`src/rtl/serial_add_pkg.sv`:
```
// Shared types and defaults for the bit-serial add sequencer.
// Holds the controller state encoding and the default operand width.
package serial_add_pkg;

    localparam int DEFAULT_WIDTH = 32;

    typedef enum logic [1:0] {
        IDLE  = 2'd0,
        LOAD  = 2'd1,
        SHIFT = 2'd2,
        DONE  = 2'd3
    } state_t;

endpackage

```
`src/rtl/bit_counter.sv`:
```
// Purpose: CNT_W-bit up-counter with sync clear, enable and terminal-count flag at WIDTH-1.
// Latency: count updates on the edge after en; tc is decoded from the registered count.
// Backpressure: none; clr has priority over en, and the count wraps to 0 after WIDTH-1.
module bit_counter #(
    parameter int  WIDTH = 32,
    localparam int CNT_W = $clog2(WIDTH)
) (
    input  logic             clk,
    input  logic             clr,
    input  logic             en,
    output logic [CNT_W-1:0] q,
    output logic             tc
);

    assign tc = (q == CNT_W'(WIDTH - 1));

    always_ff @(posedge clk) begin
        if (clr) begin
            q <= '0;
        end else if (en) begin
            q <= tc ? '0 : q + CNT_W'(1);
        end
    end

endmodule

```
`src/rtl/serial_add_ctrl.sv`:
```
// Purpose: Moore sequencer for the bit-serial adder: one load cycle, WIDTH shift cycles, one done pulse.
// Latency: start at edge t -> ld in t+1, sh in t+2..t+WIDTH+1, done in t+WIDTH+2.
// Backpressure: none; start is ignored (not queued) unless IDLE, abort honoured in LOAD/SHIFT.
module serial_add_ctrl
    import serial_add_pkg::*;
#(
    parameter int  WIDTH = DEFAULT_WIDTH,
    localparam int CNT_W = $clog2(WIDTH)
) (
    input  logic             clk,
    input  logic             reset,
    input  logic             start,
    input  logic             abort,
    output logic             ld,
    output logic             sh,
    output logic             carry_clr,
    output logic             carry_en,
    output logic             busy,
    output logic             done,
    output logic [CNT_W-1:0] bit_cnt
);

    state_t state;
    state_t state_nxt;
    logic   cnt_clr;
    logic   cnt_en;
    logic   cnt_tc;

    // Counter only runs in SHIFT; any exit from SHIFT (abort, reset) leaves it at 0.
    assign cnt_en  = (state == SHIFT);
    assign cnt_clr = reset || (state != SHIFT) || abort;

    bit_counter #(
        .WIDTH (WIDTH)
    ) u_bit_counter (
        .clk (clk),
        .clr (cnt_clr),
        .en  (cnt_en),
        .q   (bit_cnt),
        .tc  (cnt_tc)
    );

    always_ff @(posedge clk) begin
        if (reset) begin
            state <= IDLE;
        end else begin
            state <= state_nxt;
        end
    end

    always_comb begin
        state_nxt = state;
        case (state)
            IDLE:    if (start) state_nxt = LOAD;
            LOAD:    state_nxt = abort ? IDLE : SHIFT;
            SHIFT: begin
                if (abort) begin
                    state_nxt = IDLE;
                end else if (cnt_tc) begin
                    state_nxt = DONE;
                end
            end
            DONE:    state_nxt = IDLE;
            default: state_nxt = IDLE;
        endcase
    end

    always_comb begin
        ld        = 1'b0;
        sh        = 1'b0;
        carry_clr = 1'b0;
        carry_en  = 1'b0;
        busy      = 1'b0;
        done      = 1'b0;
        case (state)
            LOAD: begin
                ld        = 1'b1;
                carry_clr = 1'b1;
                busy      = 1'b1;
            end
            SHIFT: begin
                sh        = 1'b1;
                carry_en  = 1'b1;
                busy      = 1'b1;
            end
            DONE:    done = 1'b1;
            default: ;
        endcase
    end

endmodule

```
`config.mk`:
```
export PLATFORM = sky130hd
export DESIGN_NAME = serial_add_ctrl
export DESIGN_NICKNAME = d
export VERILOG_FILES = /design/src/rtl/serial_add_pkg.sv /design/src/rtl/bit_counter.sv /design/src/rtl/serial_add_ctrl.sv
export SDC_FILE = /design/constraint.sdc
export NUM_CORES = 1
export LEC_CHECK = 0
export CAP_MARGIN = 0
export CORE_AREA = 2 2 39 41
export DETAILED_ROUTE_END_ITERATION = 16
export DIE_AREA = 0 0 41 43
export PLACE_DENSITY = 0.59
export SETUP_SLACK_MARGIN = 0.05
export SYNTH_ARGS = -nofsm -noshare
export SYNTH_HDL_FRONTEND = slang
export SYNTH_HIERARCHICAL = 1
export SYNTH_SLANG_ARGS = --single-unit
```
`constraint.sdc`:
```
create_clock -name clk -period 2.2 [get_ports clk]
set_input_delay 0.22 -clock clk [delete_from_list [all_inputs] [get_ports clk]]
set_output_delay 0.22 -clock clk [all_outputs]
set_load 0.01 [all_outputs]
```
==> metrics.md <==
| Metric | Value |
|---|---|
| Outcome | `finished, final reports clean` |
| GR Overflow Total | `0` |
| Syn Inst Count | `46` |
| Top FF cell, synth | `dfxtp_1` |
| Sequential area share after synthesis | `0.340` |
| Comb pwr share | `0.159` |
| Max-slew violation count | `0` |
| Post_cts resized | `0` |
| Area added between synthesis and finish | `41.9%` |
| 1st-iter DRT viols | `4` |
| Peak VDD IR | `313 uV` |
| Synth top area share | `0.340` |
| Clock slew at the register clock pins of the worst setup and hold paths | `0.05 ns` |
| # IOs | `15` |
| Hold_ws | `roughly 0.5 ns` |
| Placed insts | `74` |
| FMAX | `532 MHz` |
| Max incr delay on CP | `slightly above 0.6 ns` |
| TNS Setup | `0 ns` |
| Total GRT Usage | `0.0915` |
| CTS tree | `done` |
| Critical Path Start Type | `register` |
| Async SR Flop Fraction | `0` |
| Initial Utilization | `0.297` |
| Number of flops mapped to enable cells by yosys | `0` |
| Syn nets | `56` |
| Largest net degree at the start of global routing | `11` |
| Switching portion of total power | `0.242` |
| Fin Clk Skew | `0.00220 ns` |
| Internal power | `0.224 mW` |
| Die W | `about 41 um` |
| # clock sinks | `7` |
| Total wire length | `774 um` |
| Vias per inst | `~4.8` |
| Post-Layout Cell Count | `78` |
| CP Data Required Time | `1.98 ns` |
| Routability cong. | `0.655` |
| Top cells by area, synth | `dfxtp_1 (34%), ha_1 (18%), mux2i_1 (7.3%)` |
| CTS root buffer | `clkbuf_4` |
| Setup crit start | `state[0]$_SDFFE_PP0P_` |
| Hold_buf cts | `0` |
| Count leader, synth | `dfxtp_1` |
| Finished Cell Area | `around 580 sq um` |
| Buf+Inv Stages, Crit Path | `2` |
| Clk_lat worst skew | `0.25 ns` |
| Final hold viol count | `0` |
| Crit. End Element | `output pin` |
| RSZ-0062 raised after global routing | `no` |
| Clk buf depth | `2` |
| Synthesis Warnings | `6` |
| P per Cell Area | `506 nW/um^2` |
| Reg power frac | `0.448` |
| Post-DRT Antenna Nets | `0` |
| Die area | `1760 sq um` |
| Final Critical Period | `about 1.9 ns` |
| Reg2Reg Launch Point | `u_bit_counter/q[0]$_SDFFE_PP0P_` |
| Crit path arrival time | `1.66 ns` |
| Initial antenna violation count | `0` |
| Worst Hold Class | `register to register` |
| Max_cap viols | `0` |
| Pre-CTS setup slack | `between 0.5 and 0.6 ns` |
| Top cell type by total area after synthesis | `dfxtp_1` |
| Library cells used by synthesis | `19` |
| Final Cycle Share | `0.855` |
| Post-CTS setup buffers | `0` |
| # port buffers | `14` |
| # DRC | `0` |
| Vias post-DR | `373` |
| Seq cells post-synth | `7` |
| DP HPWL | `607 um` |
| H-tree levels | `1` |
| Synth Cell Area | `412 sq um` |
| Top post-synthesis cells by count | `dfxtp_1 (7), ha_1 (6), nor2_1 (5)` |
| CTS buffer count | `3` |
| Util after Layout | `0.422` |
| NetSw | `0.0715 mW` |
| ANT cells | `0` |
| Critical-path top delay cell | `clkdlybuf4s50_1` |
| Worst-Margin Slew | `0.351 ns` |
| Layout cells sized above 1 | `0.113` |
| Syn Area/Cell | `approximately 8.9 sq um` |
| DRT Pass-1 Iters | `3` |
| # rows | `14` |
| Filler instances | `149` |
| Global-route wire length before repair | `1090 um` |
| Clock share of power | `0.393` |
| Die Ht | `about 43 um` |
| Static leakage | `approximately 0.23 nW` |
| Fin nets | `73` |
| WS Path Type | `register to output pin` |
| Sequential Area | `140 sq um` |
| Final WS setup | `0.319 ns` |
| Tot Pwr | `0.296 mW` |
| Slew headroom | `0.766` |
| Cell Chain, Critical Path | `inv_1 > ha_1 > clkdlybuf4s50_1` |
| Area of the multi-input gates | `238 sq um` |
| Crit-path max FO | `10` |
| Core box area | `1380 sq um` |
| Setup violators final | `0` |
| Post-DR wirelength/cell | `9.92 um` |
| Min-delay src | `state[1]$_SDFFE_PP0P_` |
| Placed inst area | `557 sq um` |
| CP top delay family | `buffers and inverters` |
| Number of global-route vias before repair | `288` |
==> layer usage <==
layer	vias up	share of wire	wire length, um	track usage
met2	10	0.48	371	0.131
met3	0	0.062	48	0.0628
li1	194	-	-	-
met5	-	0	0	0
met4	0	0	0	0.0200
met1	169	0.46	353	0.110
==> cell type report <==
type,count,share of cell area
timing repair buffer,14,0.240
inverter,5,0.0321
multi-input combinational,32,0.407
sequential,7,0.240
clock inverter,1,0.00857
tap,16,0.0343
clock buffer,3,0.0385
==> state kept, by name, summed over array words and instances, names as in the netlist <==
| signal | cells |
|---|---|
| state | 2 |
| u_bit_counter/q | 5 |
==> final timing paths <==
| path | to | slack [ns] | depth (start not counted) |
|---|---|---|---|
| setup reg to reg | u_bit_counter/q[3]$_SDFFE_PP0P_ | 0.50 | 5 |
| setup / recovery | sh | 0.32 | 3 |
| hold / removal | state[1]$_SDFFE_PP0P_ | 0.51 | 2 |
| hold reg to reg | state[1]$_SDFFE_PP0P_ | 0.51 | 2 |
==> kinds of logic (layout without fill, tap and decap cells) <==
| family | after synthesis | after routing | share of synthesized area |
|---|---|---|---|
| AO/OA/AOI/OAI | 8 | 8 | 0.116 |
| AND/OR/NAND/NOR | 15 | 15 | 0.207 |
| adder cells (fa/ha/maj) | 6 | 6 | 0.182 |
| multiplexers | 3 | 3 | 0.0730 |
| buffers and inverters | 7 | 23 | 0.0820 |
| flip-flops | 7 | 7 | 0.340 |
==> placed cells by master, fill, tap and decap left out <==
cell type        count
o221a_2              1
nor2_1               5
nand3_1              1
clkbuf_4             3
o21ai_0              2
inv_2                1
and3_1               1
nor3b_1              1
ha_1                 6
clkinv_2             1
or4_1                2
nand2_1              2
clkdlybuf4s50_1     14
mux2i_1              3
a31oi_1              1
dfxtp_1              7
nor4bb_1             1
inv_1                4
a21oi_1              4
and2b_2              1
nor2b_1              1
==> power groups by stage <==
stage	Sequential (mW)	Clock, mW	Combinational, mW
finish	0.133	0.116	0.0469
global route	0.133	0.130	0.0510
CTS	0.132	0.123	0.0476
detailed placement	0.135	0	0.0473
global placement	0.135	0	0.0477
floorplan	0.135	0	0.0276
==> worst min-delay path, stage by stage, from the launching register on <==
cell and delay, ns:
dfxtp_1 0.34, nand2_1 0.06, mux2i_1 0.06
No activity file was read; power rests on OpenSTA's default activity.
